--- config.mk ---
export PLATFORM = sky130hd
export DESIGN_NAME = countdown_timer_flat
export DESIGN_NICKNAME = d
export VERILOG_FILES = /design/src/rtl/countdown_timer_if.sv /design/src/rtl/countdown_timer.sv /design/src/flat_wrapper.sv
export SDC_FILE = /design/constraint.sdc
export NUM_CORES = 1
export LEC_CHECK = 0
export BUFFER_PORTS_ARGS = -buffer_cell sky130_fd_sc_hd__buf_2
export CAP_MARGIN = 20
export CORE_MARGIN = 5
export CORE_UTILIZATION = 50
export CTS_BUF_LIST = sky130_fd_sc_hd__clkbuf_4 sky130_fd_sc_hd__clkbuf_8 sky130_fd_sc_hd__clkbuf_16
export CTS_CLUSTER_SIZE = 8
export DETAILED_ROUTE_END_ITERATION = 12
export GPL_TIMING_DRIVEN = 0
export PLACE_DENSITY = 0.8
export SKIP_LAST_GASP = 1
export SLEW_MARGIN = 30
export SYNTH_ARGS = -nofsm -noshare
export SYNTH_HDL_FRONTEND = slang
export SYNTH_SLANG_ARGS = --single-unit
--- constraint.sdc ---
create_clock -name clk -period 4 [get_ports clk]
set_input_delay 0.6 -clock clk [delete_from_list [all_inputs] [get_ports clk]]
set_output_delay 0.6 -clock clk [all_outputs]
set_load 0.1 [all_outputs]
--- src/rtl/countdown_timer_if.sv ---
// Control and status bundle between the game-control FSM, the
// countdown timer and the score/display logic.
interface countdown_timer_if;
    logic       start_game;
    logic       pause;
    logic [6:0] seconds_left;
    logic [3:0] tens;
    logic [3:0] ones;
    logic       running;
    logic       time_up;
    logic       game_over;

    // Game-control side: issues start/pause, observes the timer.
    modport master (
        output start_game,
        output pause,
        input  seconds_left,
        input  tens,
        input  ones,
        input  running,
        input  time_up,
        input  game_over
    );

    // Timer side.
    modport slave (
        input  start_game,
        input  pause,
        output seconds_left,
        output tens,
        output ones,
        output running,
        output time_up,
        output game_over
    );
endinterface

--- src/rtl/countdown_timer.sv ---
// Game-round countdown timer with built-in 1 Hz prescaler.
// Counts seconds_left down from START_SECONDS, keeping a BCD copy in
// step, pulses time_up on expiry and holds game_over until restarted.
// Every output is driven straight from a register.
module countdown_timer #(
    parameter int TICK_MAX      = 49_999_999,
    parameter int START_SECONDS = 60
) (
    input  logic               clk,
    input  logic               reset,
    countdown_timer_if.slave   bus
);

    localparam int              PW         = (TICK_MAX > 0) ? $clog2(TICK_MAX + 1) : 1;
    localparam logic [PW-1:0]   TICK_TERM  = PW'(TICK_MAX);
    localparam logic [PW-1:0]   PRESC_ZERO = {PW{1'b0}};
    localparam logic [PW-1:0]   PRESC_ONE  = PW'(1);
    localparam logic [6:0]      START_BIN  = 7'(START_SECONDS);
    localparam logic [3:0]      START_TENS = 4'(START_SECONDS / 10);
    localparam logic [3:0]      START_ONES = 4'(START_SECONDS % 10);

    localparam logic [1:0] ST_IDLE    = 2'd0;
    localparam logic [1:0] ST_RUN     = 2'd1;
    localparam logic [1:0] ST_PAUSE   = 2'd2;
    localparam logic [1:0] ST_EXPIRED = 2'd3;

    logic [1:0]    r_state;
    logic [PW-1:0] r_presc;
    logic          r_start_d;
    logic [6:0]    r_secs;
    logic [3:0]    r_tens;
    logic [3:0]    r_ones;
    logic          r_running;
    logic          r_time_up;
    logic          r_game_over;

    logic          w_start_req;
    logic [1:0]    w_state;
    logic [PW-1:0] w_presc;
    logic [6:0]    w_secs;
    logic [3:0]    w_tens;
    logic [3:0]    w_ones;
    logic          w_time_up;

    // A held start level only counts once: rising edge against last cycle's sample.
    assign w_start_req = bus.start_game & ~r_start_d;

    // Next-state, prescaler and count update for the round FSM.
    always_comb begin
        w_state   = r_state;
        w_presc   = r_presc;
        w_secs    = r_secs;
        w_tens    = r_tens;
        w_ones    = r_ones;
        w_time_up = 1'b0;
        case (r_state)
            ST_IDLE: begin
                w_secs  = START_BIN;
                w_tens  = START_TENS;
                w_ones  = START_ONES;
                w_presc = PRESC_ZERO;
                if (w_start_req) begin
                    w_state = ST_RUN;
                end else begin
                    w_state = ST_IDLE;
                end
            end
            ST_RUN: begin
                if (bus.pause) begin
                    // Prescaler frozen in the sampling cycle, so a coincident tick is deferred.
                    w_state = ST_PAUSE;
                end else if (r_presc == TICK_TERM) begin
                    w_presc = PRESC_ZERO;
                    if (r_secs > 7'd1) begin
                        w_secs = r_secs - 7'd1;
                        if (r_ones == 4'd0) begin
                            w_ones = 4'd9;
                            w_tens = r_tens - 4'd1;
                        end else begin
                            w_ones = r_ones - 4'd1;
                        end
                    end else begin
                        w_secs    = 7'd0;
                        w_tens    = 4'd0;
                        w_ones    = 4'd0;
                        w_time_up = 1'b1;
                        w_state   = ST_EXPIRED;
                    end
                end else begin
                    w_presc = r_presc + PRESC_ONE;
                end
            end
            ST_PAUSE: begin
                if (bus.pause) begin
                    w_state = ST_PAUSE;
                end else begin
                    w_state = ST_RUN;
                end
            end
            ST_EXPIRED: begin
                if (w_start_req) begin
                    w_secs  = START_BIN;
                    w_tens  = START_TENS;
                    w_ones  = START_ONES;
                    w_presc = PRESC_ZERO;
                    w_state = ST_RUN;
                end else begin
                    w_state = ST_EXPIRED;
                end
            end
            default: begin
                w_state = ST_IDLE;
                w_presc = PRESC_ZERO;
                w_secs  = START_BIN;
                w_tens  = START_TENS;
                w_ones  = START_ONES;
            end
        endcase
    end

    // State, counters and registered status outputs.
    always_ff @(posedge clk or negedge reset) begin
        if (!reset) begin
            r_state     <= ST_IDLE;
            r_presc     <= PRESC_ZERO;
            r_start_d   <= 1'b0;
            r_secs      <= START_BIN;
            r_tens      <= START_TENS;
            r_ones      <= START_ONES;
            r_running   <= 1'b0;
            r_time_up   <= 1'b0;
            r_game_over <= 1'b0;
        end else begin
            r_state     <= w_state;
            r_presc     <= w_presc;
            r_start_d   <= bus.start_game;
            r_secs      <= w_secs;
            r_tens      <= w_tens;
            r_ones      <= w_ones;
            r_running   <= (w_state == ST_RUN);
            r_time_up   <= w_time_up;
            r_game_over <= (w_state == ST_EXPIRED);
        end
    end

    assign bus.seconds_left = r_secs;
    assign bus.tens         = r_tens;
    assign bus.ones         = r_ones;
    assign bus.running      = r_running;
    assign bus.time_up      = r_time_up;
    assign bus.game_over    = r_game_over;

endmodule

--- src/flat_wrapper.sv ---
// flat-port wrapper written by rule: the top's interface ports become plain ports
module countdown_timer_flat 
#(
    parameter int TICK_MAX      = 49_999_999,
    parameter int START_SECONDS = 60
)
  (clk, reset, bus_start_game, bus_pause, bus_seconds_left, bus_tens, bus_ones, bus_running, bus_time_up, bus_game_over);
  countdown_timer_if bus_i ();
  input  logic clk;
  input  logic reset;
  input wire logic [$bits(bus_i.start_game)-1:0] bus_start_game;
  input wire logic [$bits(bus_i.pause)-1:0] bus_pause;
  output wire logic [$bits(bus_i.seconds_left)-1:0] bus_seconds_left;
  output wire logic [$bits(bus_i.tens)-1:0] bus_tens;
  output wire logic [$bits(bus_i.ones)-1:0] bus_ones;
  output wire logic [$bits(bus_i.running)-1:0] bus_running;
  output wire logic [$bits(bus_i.time_up)-1:0] bus_time_up;
  output wire logic [$bits(bus_i.game_over)-1:0] bus_game_over;
  assign bus_i.start_game = bus_start_game;
  assign bus_i.pause = bus_pause;
  assign bus_seconds_left = bus_i.seconds_left;
  assign bus_tens = bus_i.tens;
  assign bus_ones = bus_i.ones;
  assign bus_running = bus_i.running;
  assign bus_time_up = bus_i.time_up;
  assign bus_game_over = bus_i.game_over;
  countdown_timer #(.TICK_MAX(TICK_MAX), .START_SECONDS(START_SECONDS)) u_core (.clk(clk), .reset(reset), .bus(bus_i));
endmodule
==> results by group, run 1 <==
Status
  • Status: finished clean

Clock tree
  • Deepest clock path buffer count: 2
  • Num CTS Buffers: 5
  • Clock transition at the registers of the reported paths: 0.10 ns
  • Hold Buf Count CTS: 0
  • Clock tree from TritonCTS: built
  • Post-CTS Setup Bufs: 0
  • H-tree depth: 2
  • Skew-Pair Late Insertion Delay: 0.31 ns
  • Number of gates resized after CTS: 0
  • Clock root buffer: clkbuf_8
  • Sink Count: 47

Placement
  • Placement-stage cell area: 2960 µm²
  • Placer congestion estimate: 0.875
  • Number of buffers added on ports: 21
  • DP HPWL: 4620 µm

Worst setup path
  • Critical Path Start: u_core.r_presc[0]$_DFFE_PN0P_
  • Worst Setup EP: u_core.r_presc[20]$_DFFE_PN0P_
  • Worst r2r src: u_core.r_presc[0]$_DFFE_PN0P_
  • Critical path endpoint category: register
  • Reg2reg end: u_core.r_presc[20]$_DFFE_PN0P_
  • R2R setup slack: 1.53 ns
  • Worst Reg2Reg Path Length in Cells: 8
  • Critical path arrival: 2.66 ns
  • Critical Path Start Type: register
  • CP max FO: 10
  • Required time at the worst-slack endpoint: 4.19 ns
  • Worst Path Class, Setup: reg -> reg

Final layout
  • Layout Nets: 342
  • Share of layout cells above drive strength 1: 16.2%
  • Area Overhead vs Synth: 11.3%
  • Filler cell count: 463
  • N_diodes: 0
  • Post-layout util: 56.4%
  • Post-route cell area: 3070 µm²

Yosys
  • EDFF count, synth: 0
  • Syn Inst Count: 304
  • Most used DFF post-synth: dfrtp_1
  • Yosys Warn Count: 0
  • Count leader, synth: dfrtp_1
  • Synthesized Nets: 314
  • Yosys cell types: 55
  • Top cells by count, synth: 41 x dfrtp_1, 31 x nor2_1, 25 x nand2_1, 19 x nand3_1, 18 x o21ai_0
  • Synthesized cell area: 2760 µm²
  • Largest area contributor in the netlist: dfrtp_1
  • Sequential-to-total area share from yosys stat: 42.9%
  • Synth area leaders: dfrtp_1 37%, dfstp_2 5.7%, xnor2_1 4.4%
  • Yosys top cell area share: 37.2%
  • Syn Area/Cell: 9.07 µm²
  • Synth Register Bits: 47
  • Ys async rst share: 100%

Global routing
  • Grt peak-use layer: met1
  • Grt ovf: 0
  • Met2 Use GR: 27.4%
  • Vias in the first global route: 2277
  • GR Util met3: 4.02%
  • Largest net degree at the start of global routing: 48
  • GRT Overall Usage: 19.2%
  • First-pass GRT wire length: 11200 µm
  • Initial antenna violation count: 0
  • Met1 usage: 28.3%

Timing
  • Worst Max-Slew Pin Slew: 0.794 ns
  • Setup-failing EPs final: 0
  • Relative slew slack: 46.9%
  • Clock Skew: 0.0139 ns
  • Final min period: 2.47 ns
  • Final max-slew violation count: 0
  • Fin. Hold Viols: 0
  • RSZ-0062 raised after global routing: no
  • Setup TNS Final: 0 ns
  • Fin crit share: 61.8%
  • Max Clk Rate: 404 MHz

Power
  • Leakage: 1.25 nW
  • Clock power share: 22.0%
  • Worst vdd ir: 0.692 mV
  • P per Cell Area: 534 nW/µm²
  • P_int: 0.000889 W
  • P_sw: 0.000749 W
  • Switch share: 45.7%
  • Flop pwr share: 36.4%
  • Comb pwr share: 41.7%

Routing
  • Post-DRT Antenna Nets: 0
  • Total wire length: 6600 µm
  • Via density: 6.12
  • Drt drc: 0
  • Drt first pass iters: 5
  • First DRT Iteration DRCs: 242
  • Via count: 2477
  • DR WL/cell: 16.3 µm

Floorplanning
  • Die Y: 84.3 µm
  • Rows: 27
  • Die footprint: 7100 µm²
  • Top-level I/O count: 22
  • Initial Util: 50.7%
  • Core ar.: 5440 µm²
  • Chip width: 84.3 µm

Hold path
  • Min-Delay Path Class: in -> async

Flow run
  • Max Cap Violations: 0
[critical path, stage by stage, from the launching register on]
cell and delay, ns:
dfrtp_1 0.43, ha_1 0.23, and3_1 0.16, buf_2 0.16
nand2_1 0.15, nand4b_1 0.32, a21oi_2 0.52, buf_2 0.31
nor2_1 0.07
[placed cells by master (no fill, tap or decap), types with 7 or more instances in the layout]
master    count
dfrtp_1      41
nor2_1       31
nand2_1      25
buf_2        24
nand3_1      19
o21ai_0      18
xnor2_1      14
nor3_1       13
inv_1        10
and3_1       10
nand4_1      10
nor4_1        9
a21oi_1       8
o211ai_1      7
[power by group through the flow]
stage / logic, W / registers (W) / clock network, W
CTS: 0.000673 / 0.000593 / 0.000361
detailed placement: 0.000673 / 0.000601 / 0
global placement: 0.000660 / 0.000600 / 0
finish: 0.000682 / 0.000596 / 0.000360
global route: 0.000735 / 0.000606 / 0.000383
floorplan: 0.000356 / 0.000743 / 0
[routing by layer]
metal	vias to the layer above	share of wire, %
met4	0	2.0
met1	1151	47
met2	125	43
met3	18	8.0
li1	1183	-
met5	-	0
[cell families (layout without fill, tap and decap cells)]
logic type,after synthesis,count (layout),synth area share (%)
DFF,47,47,42.9
buffers and inverters,23,52,3.72
AOI/OAI and AO/OA,65,65,16.1
and+or+nand+nor,149,149,30.1
xor gates and xnor gates,14,14,4.45
adders and majority gates,6,6,2.72
[registers in the layout, indices dropped and copies added (netlist names)]
register and cells:
u_core.bus.ones 4, u_core.r_presc 26, u_core.bus.running 1, u_core.bus.seconds_left 7, u_core.r_start_d 1, u_core.bus.tens 4
u_core.bus.time_up 1, u_core.bus.game_over 1, u_core.r_state 2
[cell type report]
| type | count | area, µm² | area share [%] |
|---|---|---|---|
| Multi-Input combinational cell | 234 | 1470 | 47.9 |
| Sequential cell | 47 | 1180 | 38.6 |
| Timing Repair Buffer | 21 | 108 | 3.51 |
| Tap cell | 72 | 90.1 | 2.94 |
| Clock buffer | 6 | 76.3 | 2.49 |
| Buffer | 13 | 65.1 | 2.12 |
| Clock inverter | 2 | 37.5 | 1.22 |
| Inverter | 10 | 37.5 | 1.22 |
[how the worst min path moves through the flow]
stage / end / slack [ns] / startpoint
final: u_core.r_presc[5]$_DFFE_PN0P_ / 0.29 / reset
after global routing: u_core.r_presc[15]$_DFFE_PN0P_ / 0.32 / reset
after CTS: u_core.r_presc[15]$_DFFE_PN0P_ / 0.31 / reset
after detailed placement: u_core.bus.seconds_left[3]$_DFFE_PN1P_ / 0.51 / u_core.bus.seconds_left[3]$_DFFE_PN1P_
after global placement: u_core.bus.tens[2]$_DFFE_PN1P_ / 0.51 / u_core.bus.tens[2]$_DFFE_PN1P_
after floorplan: u_core.bus.game_over$_DFF_PN0_ / 0.30 / reset
[per-stage QoR]
| step | total power, W | setup slack (ns) | hold WS (ns) | std cells |
|---|---|---|---|---|
| final | 0.00164 | 1.53 | 0.290 | 405 |
| after global routing | 0.00172 | 1.36 | 0.324 | 405 |
| after CTS | 0.00163 | 1.56 | 0.308 | 405 |
| after detailed placement | 0.00127 | 1.60 | 0.514 | 397 |
| after global placement | 0.00126 | 1.60 | 0.508 | 397 |
| after floorplan | 0.00110 | 1.41 | 0.304 | 304 |
(Power assumes the default switching activity.)
==> run 2: changes to the inputs <==
- PLACE_DENSITY: 0.8 -> 0.83
- clock period: 4 -> 2.12 ns (I/O delays scaled with it)
==> results by group, run 2 (synthesis gave the netlist of run 1 again) <==
Status
  • Status: finished with violations
  • Failing checks: hold timing

Timing
  • Worst Max-Slew Pin Slew: 0.680 ns
  • WHS: -0.00679 ns
  • Setup TNS Final: 0 ns
  • Max Clk Rate: 485 MHz
  • Final max-slew violation count: 0
  • Clock Skew: 0.0112 ns
  • Fin crit share: 97.3%
  • Setup-failing EPs final: 0
  • Final min period: 2.06 ns
  • Relative slew slack: 54.5%
  • Fin. Hold Viols: 5
  • RSZ-0062 raised after global routing: yes

Worst setup path
  • Critical Path Start Type: register
  • CP max FO: 6
  • Worst Reg2Reg Path Length in Cells: 7
  • R2R setup slack: 0.06 ns
  • Worst-path cell chain: ha_2 -> and3_4 -> buf_6 -> nand4_4 -> or3_4 -> or4_1 -> nand3_1
  • Max incr delay on CP: 0.46 ns
  • Critical path arrival: 2.32 ns
  • Slowest stage cell, crit path: or4_1
  • Critical path endpoint category: register
  • Required time at the worst-slack endpoint: 2.38 ns
  • Worst Path Class, Setup: reg -> reg

Clock tree
  • Clock transition at the registers of the reported paths: 0.09 ns
  • Deepest clock path buffer count: 2
  • Clock root buffer: clkbuf_8
  • Num CTS Buffers: 5
  • Skew-Pair Late Insertion Delay: 0.31 ns
  • Clock tree from TritonCTS: built
  • H-tree depth: 2
  • Sink Count: 47

Floorplanning
  • Rows: 27
  • Top-level I/O count: 22
  • Die Y: 84.3 µm
  • Initial Util: 50.7%
  • Chip width: 84.3 µm
  • Core ar.: 5440 µm²
  • Die footprint: 7100 µm²

Hold path
  • Min-Delay Path Class: in -> async

Power
  • Comb pwr share: 43.0%
  • Clock power share: 23.4%
  • Flop pwr share: 33.6%
  • Leakage: 1.37 nW
  • P_int: 0.00190 W
  • Worst vdd ir: 0.756 mV
  • Switch share: 43.7%
  • P per Cell Area: 1020 nW/µm²
  • P_sw: 0.00148 W

Placement
  • Placer congestion estimate: 0.928
  • Number of buffers added on ports: 21
  • DP HPWL: 4640 µm
  • Placement-stage cell area: 2960 µm²

Routing
  • Drt first pass iters: 5
  • Drt drc: 0
  • DR WL/cell: 16.9 µm
  • Post-DRT Antenna Nets: 0
  • First DRT Iteration DRCs: 221
  • Via count: 2595
  • Total wire length: 7070 µm
  • Via density: 6.22

Global routing
  • Met2 Use GR: 32.1%
  • Initial antenna violation count: 0
  • Vias in the first global route: 2403
  • GRT Overall Usage: 20.1%
  • Grt peak-use layer: met2
  • Largest net degree at the start of global routing: 48
  • Grt ovf: 0
  • GR Util met3: 5.20%
  • First-pass GRT wire length: 11800 µm
  • Met1 usage: 27.0%

Final layout
  • Share of layout cells above drive strength 1: 25.8%
  • Max reg flops: 26
  • Post-layout util: 60.7%
  • Register name with the most flops: u_core.r_presc
  • Layout Nets: 354
  • Most frequent cells in the layout: 36 x dfrtp_1, 31 x nor2_1, 24 x nand2_1
  • Post-route cell area: 3300 µm²
  • N_diodes: 0
  • Area Overhead vs Synth: 19.7%
  • Commonest non-fill, non-tap cell in the layout: dfrtp_1

Flow run
  • Max Cap Violations: 0
[run 2: what timing repair did]
action                                  CTS  global route
hold buffers                              0             0
resized for setup                         8            29
pin swaps                                 1             5
buffers inserted                          6             7
gates cloned                              0             0
hold endpoints to repair                  0             0
endpoints found under the setup margin   30            37
[run 2: layout make-up]
cell class	count	area (µm²)
Sequential cell	47	1190
Timing Repair Buffer	34	209
Fill cell	454	2140
Multi-Input combinational cell	234	1550
Tap cell	72	90.1
Buffer	12	81.3
Clock buffer	5	68.8
Clock inverter	3	67.6
Inverter	10	40.0
[run 2: metal layers]
metal,routed length (µm),part of all wire (%),vias up
met5,0,0,-
met4,144,2.0,0
met3,511,7.2,17
met2,3400,48,119
met1,3020,43,1250
li1,-,-,1209
[run 2: power groups by stage]
stage / Sequential, W / Clock, W / Combinational, W
floorplan: 0.00141 / 0 / 0.000672
global placement: 0.00114 / 0 / 0.00125
detailed placement: 0.00114 / 0 / 0.00127
CTS: 0.00112 / 0.000802 / 0.00139
global route: 0.00115 / 0.000842 / 0.00157
finish: 0.00113 / 0.000791 / 0.00145
[run 2: critical path: cells and delay by family (launching register included)]
family	cells	cell delay, ns
DFF	1	0.40
adders and majority gates	1	0.23
and+or+nand+nor	5	1.25
buffers and inverters	1	0.13
[run 2: stage by stage]
step	worst slack (ns)	total power (W)	hold WS (ns)	std cells
4_1_cts	0.00614	0.00330	0.0255	410
5_1_grt	-0.0119	0.00357	0.0510	417
3_3_place_gp	-0.225	0.00239	0.446	397
3_5_place_dp	-0.290	0.00241	0.362	397
2_1_floorplan	-0.222	0.00208	0.0224	304
6_report	0.0573	0.00338	-0.00679	417
[run 2: final timing paths]
path	to	startpoint
min	u_core.bus.seconds_left[6]$_DFFE_PN0P_	reset
max in group asynchronous	u_core.bus.ones[0]$_DFFE_PN0P_	reset
min in group clk	u_core.r_start_d$_DFF_PN0_	bus_start_game
min reg2reg	u_core.bus.seconds_left[2]$_DFFE_PN1P_	u_core.bus.seconds_left[2]$_DFFE_PN1P_
max reg2reg	u_core.bus.tens[2]$_DFFE_PN1P_	u_core.r_presc[1]$_DFFE_PN0P_
max	u_core.bus.tens[2]$_DFFE_PN1P_	u_core.r_presc[1]$_DFFE_PN0P_
